### src/rtl/div_iter_pkg.sv
`default_nettype none
// ============================================================================
// Module   : div_iter_pkg
// Purpose  : Shared state encodings and handshake constants for the
//            iterative divider.
// Revision : 1.0 - initial release
// ============================================================================
package div_iter_pkg;

  // Divider controller states (2-bit encoding)
  typedef enum logic [1:0] {
    DIV_FREE   = 2'b00,
    DIV_BYZERO = 2'b01,
    DIV_ON     = 2'b10,
    DIV_END    = 2'b11
  } div_state_e;

  // Handshake levels
  localparam logic DIV_START            = 1'b1;
  localparam logic DIV_STOP             = 1'b0;
  localparam logic DIV_RESULT_READY     = 1'b1;
  localparam logic DIV_RESULT_NOT_READY = 1'b0;

endpackage : div_iter_pkg
`default_nettype wire

### src/rtl/div_step.sv
`default_nettype none
// ============================================================================
// Module   : div_step
// Purpose  : One combinational restoring-division iteration. Shifts the next
//            dividend bit into the partial remainder and subtracts the
//            divisor when it fits.
// Revision : 1.0 - initial release
// ============================================================================
module div_step #(
  parameter int DATA_W = 32
) (
  input  logic [DATA_W-1:0] rem_i,
  input  logic              msb_i,
  input  logic [DATA_W-1:0] divisor_i,
  output logic [DATA_W-1:0] rem_o,
  output logic              q_bit_o
);

  logic [DATA_W:0] w_shift;
  logic [DATA_W:0] w_dvs_ext;

  // Trial subtraction is done one bit wider than the operands: the shifted
  // remainder can reach 2*divisor-1, which may not fit in DATA_W bits.
  always_comb begin
    w_shift   = {rem_i, msb_i};
    w_dvs_ext = {1'b0, divisor_i};
    q_bit_o   = (w_shift >= w_dvs_ext);
    rem_o     = q_bit_o ? DATA_W'(w_shift - w_dvs_ext) : w_shift[DATA_W-1:0];
  end

endmodule : div_step
`default_nettype wire

### src/rtl/div_iter.sv
`default_nettype none
// ============================================================================
// Module   : div_iter
// Purpose  : Sequential radix-2 restoring divider (signed/unsigned) for the
//            EX stage. Returns {remainder, quotient} for HI/LO writeback.
// Revision : 1.0 - initial release
// ============================================================================
module div_iter
  import div_iter_pkg::*;
#(
  parameter int DATA_W = 32,
  parameter int CNT_W  = 6
) (
  input  logic                  clk,
  input  logic                  rst,
  input  logic                  signed_div_i,
  input  logic [DATA_W-1:0]     opdata1_i,
  input  logic [DATA_W-1:0]     opdata2_i,
  input  logic                  start_i,
  input  logic                  annul_i,
  output logic [2*DATA_W-1:0]   result_o,
  output logic                  ready_o
);

  div_state_e          state_q, state_d;
  logic [CNT_W-1:0]    cnt_q, cnt_d;
  logic [DATA_W-1:0]   rem_q, rem_d;     // partial remainder
  logic [DATA_W-1:0]   dvd_q, dvd_d;     // dividend shifting out, quotient in
  logic [DATA_W-1:0]   dvs_q, dvs_d;     // divisor magnitude
  logic                q_neg_q, q_neg_d;
  logic                r_neg_q, r_neg_d;
  logic [2*DATA_W-1:0] result_q, result_d;
  logic                ready_q, ready_d;

  logic [DATA_W-1:0]   w_rem_next;
  logic                w_q_bit;
  logic [DATA_W-1:0]   w_quo_next;
  logic                w_a_neg, w_b_neg;
  logic [DATA_W-1:0]   w_a_mag, w_b_mag;
  logic [DATA_W-1:0]   w_quo_fix, w_rem_fix;

  div_step #(.DATA_W(DATA_W)) u_step (
    .rem_i     (rem_q),
    .msb_i     (dvd_q[DATA_W-1]),
    .divisor_i (dvs_q),
    .rem_o     (w_rem_next),
    .q_bit_o   (w_q_bit)
  );

  // Operand magnitudes and sign-corrected final result
  always_comb begin
    w_a_neg    = signed_div_i & opdata1_i[DATA_W-1];
    w_b_neg    = signed_div_i & opdata2_i[DATA_W-1];
    w_a_mag    = w_a_neg ? -opdata1_i : opdata1_i;
    w_b_mag    = w_b_neg ? -opdata2_i : opdata2_i;
    w_quo_next = {dvd_q[DATA_W-2:0], w_q_bit};
    w_quo_fix  = q_neg_q ? -w_quo_next : w_quo_next;
    w_rem_fix  = r_neg_q ? -w_rem_next : w_rem_next;
  end

  // Next-state and datapath control
  always_comb begin
    state_d  = state_q;
    cnt_d    = cnt_q;
    rem_d    = rem_q;
    dvd_d    = dvd_q;
    dvs_d    = dvs_q;
    q_neg_d  = q_neg_q;
    r_neg_d  = r_neg_q;
    result_d = result_q;
    ready_d  = ready_q;
    case (state_q)
      DIV_FREE: begin
        ready_d  = DIV_RESULT_NOT_READY;
        result_d = '0;
        if (start_i == DIV_START && !annul_i) begin
          if (opdata2_i == '0) begin
            state_d = DIV_BYZERO;
          end else begin
            state_d = DIV_ON;
            cnt_d   = '0;
            rem_d   = '0;
            dvd_d   = w_a_mag;
            dvs_d   = w_b_mag;
            q_neg_d = w_a_neg ^ w_b_neg;
            r_neg_d = w_a_neg;
          end
        end
      end
      DIV_BYZERO: begin
        result_d = '0;
        ready_d  = DIV_RESULT_READY;
        state_d  = DIV_END;
      end
      DIV_ON: begin
        if (annul_i) begin
          state_d  = DIV_FREE;
          ready_d  = DIV_RESULT_NOT_READY;
          result_d = '0;
        end else begin
          rem_d = w_rem_next;
          dvd_d = w_quo_next;
          cnt_d = cnt_q + 1'b1;
          if (cnt_q == CNT_W'(DATA_W-1)) begin
            result_d = {w_rem_fix, w_quo_fix};
            ready_d  = DIV_RESULT_READY;
            state_d  = DIV_END;
          end
        end
      end
      DIV_END: begin
        if (start_i == DIV_STOP) begin
          state_d  = DIV_FREE;
          ready_d  = DIV_RESULT_NOT_READY;
          result_d = '0;
        end
      end
      default: state_d = DIV_FREE;
    endcase
  end

  // State and datapath registers
  always_ff @(posedge clk) begin
    if (rst) begin
      state_q  <= DIV_FREE;
      cnt_q    <= '0;
      rem_q    <= '0;
      dvd_q    <= '0;
      dvs_q    <= '0;
      q_neg_q  <= 1'b0;
      r_neg_q  <= 1'b0;
      result_q <= '0;
      ready_q  <= DIV_RESULT_NOT_READY;
    end else begin
      state_q  <= state_d;
      cnt_q    <= cnt_d;
      rem_q    <= rem_d;
      dvd_q    <= dvd_d;
      dvs_q    <= dvs_d;
      q_neg_q  <= q_neg_d;
      r_neg_q  <= r_neg_d;
      result_q <= result_d;
      ready_q  <= ready_d;
    end
  end

  assign result_o = result_q;
  assign ready_o  = ready_q;

endmodule : div_iter
`default_nettype wire
### config.mk
export PLATFORM = sky130hd
export DESIGN_NAME = div_iter
export DESIGN_NICKNAME = d
export VERILOG_FILES = /design/src/rtl/div_iter_pkg.sv /design/src/rtl/div_step.sv /design/src/rtl/div_iter.sv
export SDC_FILE = /design/constraint.sdc
export NUM_CORES = 1
export LEC_CHECK = 0
export BUFFER_PORTS_ARGS = -buffer_cell sky130_fd_sc_hd__buf_2
export CAP_MARGIN = 20
export CELL_PAD_IN_SITES_DETAIL_PLACEMENT = 0
export CELL_PAD_IN_SITES_GLOBAL_PLACEMENT = 1
export CORE_UTILIZATION = 47
export DETAILED_ROUTE_END_ITERATION = 6
export PLACE_DENSITY_LB_ADDON = 0.1
export RECOVER_POWER = 100
export SKIP_CTS_REPAIR_TIMING = 1
export SYNTH_ARGS = -nofsm -noshare
export SYNTH_HDL_FRONTEND = slang
export SYNTH_SLANG_ARGS = --single-unit
export TNS_END_PERCENT = 5
### constraint.sdc
create_clock -name clk -period 8.12 [get_ports clk]
set_input_delay 0.812 -clock clk [delete_from_list [all_inputs] [get_ports clk]]
set_output_delay 0.812 -clock clk [all_outputs]
set_load 0.01 [all_outputs]
After elaboration in Yosys (flattened, before gate mapping) --
Index checks and enable logic that the tools add are counted.
Storage, ports and cells: input bits 69, bits in registers 171
Cells by class: magnitude comparators 1, add/subtract/negate cells 6, reduce and logical (&&, ||, !) cells 10, bitwise gates (word level) 4, mux-type cells 31, eq/ne operators 9
Operators by type and width (number):
- $mux W32 | 11
- $mux W64 | 3
- $pmux W64 S3 | 1
- $neg A32 Y32 | 4
- $pmux W32 S2 | 2
- $ge A33 B32 Y1 | 1
- $logic_not A32 Y1 | 1
- $sub A32 B32 Y32 | 1
- $mux W6 | 3
- $pmux W6 S2 | 1
- $mux W2 | 5
- $ne A2 B2 Y1 const B | 4
- $pmux W2 S4 | 1
- $add A6 B1 Y6 const B | 1
- $eq A6 B5 Y1 const B | 1
- $reduce_and A3 Y1 | 2
- $eq A2 B2 Y1 const B | 2
- $pmux W1 S4 | 1
- $reduce_and A4 Y1 | 1
- $mux W1 | 3
- $ne A3 B3 Y1 const B | 1
- $and A1 B1 Y1 | 2
- $eq A2 B1 Y1 const B | 1
- $logic_not A2 Y1 | 1
- other kinds (7) | 7

Depth between registers and ports, before layout --
word-level depth 7, gate-level depth with buffers 23

Modules after synthesis --
Synthesis repeated with hierarchy kept, for this count alone.
Unflattened totals: cells, all modules 1510, area total of the unflattened synthesis 11891.4 µm²
By module, submodules not included:
- div_iter | cells each 1187, seq. area each 3423.3 µm², area an instance 9560.4 µm², times used 1
- div_step | cells each 323, seq. area each 0.0 µm², area an instance 2331.0 µm², times used 1

Least setup slack after synthesis --
OpenSTA, ideal clock, no wires.
path kind register to register, from reg dvs_q[24], to reg result_q[62], in the netlist result_o[62], required time 7996 ps, path slack 3606 ps, data arrival time 4390 ps, cell stages (with the launch flop) 23, buffers on the path 4, cell sequence dfxtp_1 > inv_1 > ha_1 > clkbuf_1 > nand4_1 > nor4_1 > a31oi_1 > o21ai_1 > a21oi_2 > nand2_2 > buf_2 > buf_1 > clkbuf_1 > a21oi_1 > inv_1 > ha_1 > nand2_1 > a211o_1 > and2_1 > or2_2 > o41a_1 > xnor2_1 > o21ai_1
Between the ends: word-level cells in the longest chain between the ends 7, elaborated cells on any way between the ends 8, classes of those cells 2 x add/sub; 1 x order compare; 5 x mux
RTL lines:
- from (decl) | RTL line div_iter.sv:29 | logic [DATA_W-1:0] dvs_q, dvs_d;
- from (signal assigned) | RTL line div_iter.sv:139 | dvs_q <= dvs_d;
- $sub A32 B32 Y32 or $ge A33 B32 Y1 (tied branches) | RTL line div_step.sv:28, div_step.sv:27
- $mux W32 * | RTL line div_step.sv:28 | rem_o = q_bit_o ? DATA_W'(w_shift - w_dvs_ext) : w_shift[DATA_W-1:0];
- $neg A32 Y32 | RTL line div_iter.sv:58 | w_rem_fix = r_neg_q ? -w_rem_next : w_rem_next;
- $mux W32 * | RTL line div_iter.sv:58
- $mux W64 * | RTL line div_iter.sv:104 | if (cnt_q == CNT_W'(DATA_W-1)) begin
- $mux W64 * | RTL line div_iter.sv:96 | if (annul_i) begin
- $pmux W64 S3 * | RTL line div_iter.sv:72 | case (state_q)
- to (signal assigned) | RTL line div_iter.sv:142 | result_q <= result_d;
- to (decl) | RTL line div_iter.sv:32 | logic [2*DATA_W-1:0] result_q, result_d;
Mark *: on every way between the ends. The rest lies on a longest branch, timed or not. The select of a mux whose other input is x is not followed. A chain may end at the register's enable or synchronous reset.

Final worst setup path --
from reg state_q[0], to reg result_q[63], in the netlist result_o[63]
Between the ends: word-level cells in the longest chain between the ends 3, elaborated cells on any way between the ends 9, classes of those cells 5 x eq/ne; 1 x mux; 3 x reduce/logical
RTL lines:
- from (decl) | RTL line div_iter.sv:25 | div_state_e state_q, state_d;
- from (signal assigned) | RTL line div_iter.sv:135 | state_q <= state_d;
- $eq A2 B1 Y1 (tied with other cells) | RTL line div_iter.sv:72
- $reduce_or A2 Y1 (no source line) (tied with other cells)
- $pmux W64 S3 or $reduce_and A2 Y1 (tied branches)
Parallel ways exist; a longest one is shown, timed or not.

==> results.ini <==
[outcome]
status = finished with violations
violations = capacitance limit, slew limit

[synthesis]
synth_fp_nets = 1726
yosysUniqueCellTypes = 84
synth_top_area_cell = dfxtp_1
avgSynthCellArea_sq_um = 7.40
syn_area_sq_um = 12000
synth-edff-count = 0
yosysTopAreaCellShare = 0.286
synthTopCellsByArea = dfxtp_1 (29%), nand2_1 (6.9%), nor2_1 (6.4%)
synthFlopType = dfxtp_1
netlist_instances = 1615
async_reset_ff_frac = 0
synth_warnings = 0
ys_ff_latch = 171
yosysSeqAreaShare = 0.286

[setup_path]
startpoint_type = register
r2r_start = state_q[0]$_SDFFE_PP0P_
cp_data_required_time_ns = 8.45
r2r_slack_ns = 2.00
rr_endpoint = result_o[63]$_SDFFE_PP0P_
r2r.worst_path.cells = 10
crit_fanout = 56
critPathCaptureType = register
worst-setup-path-type = reg2reg
cp.arrival_ns = 6.45

[sta]
finalCriticalPeriod_ns = 6.12
relSlewSlack = -0.580
hold_viol = 0
fmax_mhz = 163
setup_tns_ns = 0
setup_ws_ns = 2.00
rsz0062_at_grt = no
tightestPinTransition_ns = 2.37
skew_ns = 0.0145
fin_crit_sh = 0.753
final_max_slew_viol_count = 259
setup_viol_count_final = 0

[place]
post-place-ws_ns = 3.13
gp_congestion = 0.926
numPortBuffers = 133
hpwl_mm = 30.2

[route]
drc_errors = 0
viasPerCell = 5.94
routedWlPerCell_um = 19.9
drtIter0Drc = 1210
postRouteAntennaNets = 0
drt-total-wl_mm = 40.1
drt-pass1-iter-count = 5
dr_total_vias = 12000

[floorplan]
dieHeight_um = 161
num_rows = 58
core-area_sq_um = 25000
initial_utilization = 0.477
ios = 134
fp.dieW_um = 161
die_area_sq_um = 26100

[power_and_ir_drop]
leakage_uw = 0.00502
p_sw_uw = 1860
seq_power_share = 0.261
switching_share = 0.482
power.density_nw_per_um2 = 291
p_comb_frac = 0.515
internal_power_uw = 2000
ir_drop_mv = 0.227
power.total_uw = 3860
p_clk_frac = 0.224

[global_routing]
grt_pass1_vias = 10900
grt_antenna_before_repair = 0
grt_util_all_layers = 0.309
grt_max_degree = 75
grt_pass1_wl_mm = 62.5
overflow = 0

[clock_tree]
cts_tree = built
root_buffer = clkbuf_16
clkTransAtPathRegs_ns = 0.08
clk_latency_ns = 0.45
cts_made_buffers = 17
clock_path_buffers = 2
cts_sinks = 171
cts_max_level = 4

[flow_run]
maxCapViolCount = 5

[cells_and_area]
n_antenna_cell = 0
nets = 1790
syn2layout_area_growth_pct = 11.0
drive_above_1_share = 0.0827
fillers = 2545

[worst_hold_path]
hold_path_class = reg2reg
hold_depth = 2
min_from = dvs_q[18]$_SDFFE_PP0P_
min_to = dvs_q[18]$_SDFFE_PP0P_

synthesized netlist by cell type (5+ instances only):
master    count
a21oi_1     121
or3_1        17
a22o_1       13
xor2_1       61
o41ai_1      15
mux2i_1      14
o211ai_1     12
and3_1        8
nor2_1      203
clkbuf_1     76
nand4b_1      6
and2_1       11
o21a_1        8
nor4_1       14
nor2b_1       8
xnor2_1      78
a211oi_1     37
inv_1        52
nand2b_1      9
a22oi_1      64
or4_1        16
o31ai_1      27
o21ai_0     102
buf_2        15
buf_1         5
dfxtp_1     171
o21ai_1       7
nand4_1      17
nand3_1      30
nand2_1     219
a31oi_1       8
nor3_1       35
a21o_1       12
ha_1         41
placed cells by master, fill, tap and decap left out, types with 6 or more instances in the layout:
cell type / count
a211oi_1: 37
a21o_1: 12
a21oi_1: 120
a22o_1: 13
a22oi_1: 64
a31oi_1: 8
and2_1: 10
and3_1: 8
buf_2: 65
buf_4: 7
clkbuf_1: 71
clkbuf_16: 17
dfxtp_1: 171
ha_1: 41
inv_1: 52
mux2i_1: 14
nand2_1: 219
nand2b_1: 9
nand3_1: 30
nand4_1: 17
nand4b_1: 6
nor2_1: 202
nor2b_1: 8
nor3_1: 34
nor4_1: 14
o211ai_1: 12
o21a_1: 8
o21ai_0: 103
o31ai_1: 27
o41ai_1: 15
or3_1: 17
or4_1: 16
xnor2_1: 78
xor2_1: 61
worst max path at each step:
stage | from | endpoint | slack (ns) | depth (start not counted)
floorplan | dvs_q[24]$_SDFFE_PP0P_ | result_o[62]$_SDFFE_PP0P_ | 3.61 | 22
global placement | rem_q[5]$_SDFFE_PP0P_ | result_o[62]$_SDFFE_PP0P_ | 3.29 | 17
detailed placement | rem_q[5]$_SDFFE_PP0P_ | result_o[62]$_SDFFE_PP0P_ | 3.13 | 17
CTS | rem_q[5]$_SDFFE_PP0P_ | result_o[62]$_SDFFE_PP0P_ | 3.09 | 17
global route | state_q[0]$_SDFFE_PP0P_ | result_o[63]$_SDFFE_PP0P_ | 1.40 | 10
finish | state_q[0]$_SDFFE_PP0P_ | result_o[63]$_SDFFE_PP0P_ | 2.00 | 10
per-layer routing:
layer  part of all wire  wire [um]  track usage  vias to the layer above
li1                   -          -            -                     5906
met1               0.48      19200        0.452                     5626
met2               0.43      17400        0.468                      424
met3              0.061       2460       0.0390                       64
met4              0.026       1050       0.0995                        0
met5                  0          0            0                        -
final cells by class:
type / count / area (sq um) / share of cell area
clock buffers: 17 / 425 / 0.0321
repair buffers: 145 / 661 / 0.0498
flip-flops and latches: 171 / 3420 / 0.258
multi-input cells: 1291 / 7950 / 0.599
well taps: 330 / 413 / 0.0311
clock inverters: 15 / 201 / 0.0152
inverters: 53 / 199 / 0.0150
sequential cells by signal, indices dropped and copies added (netlist names):
signal    cells
r_neg_q       1
dvd_q        32
ready_o       1
state_q       2
cnt_q         6
q_neg_q       1
rem_q        32
result_o     64
dvs_q        32
metrics by stage:
step / util / cell area, sq um / cells / hold WS (ns)
global placement: 0.509 / 12800 / 1989 / 0.438
floorplan: - / 12000 / 1615 / 0.432
CTS: 0.534 / 13400 / 2021 / 0.461
detailed placement: 0.509 / 12800 / 1989 / 0.442
finish: 0.530 / 13300 / 2022 / 0.455
global route: 0.530 / 13300 / 2022 / 0.494
power by group through the flow:
| stage | Clock, uW | Combinational [uW] | Sequential, uW |
|---|---|---|---|
| floorplan | 0 | 1420 | 998 |
| global placement | 0 | 1960 | 1020 |
| detailed placement | 0 | 1960 | 1030 |
| CTS | 881 | 1970 | 1010 |
| global route | 914 | 2170 | 1020 |
| finish | 866 | 1990 | 1010 |
worst max-delay path: stages, from the launching register on:
cell and delay [ns]:
dfxtp_1 0.34, inv_1 0.08, ha_1 0.14, clkbuf_1 1.56, nand2b_1 0.85, o21ai_4 0.37
clkbuf_1 1.71, or3_1 0.56, nor3_1 0.11, a21oi_1 0.17, nand3_1 0.08
cells by family after synthesis:
group | share of synthesized area
xor+xnor | 0.102
simple gates | 0.235
mux | 0.0145
buf+inv | 0.0515
compound gates | 0.266
flops | 0.286
fa+ha+maj | 0.0446
Note: power is estimated with default switching activity, not from simulation.
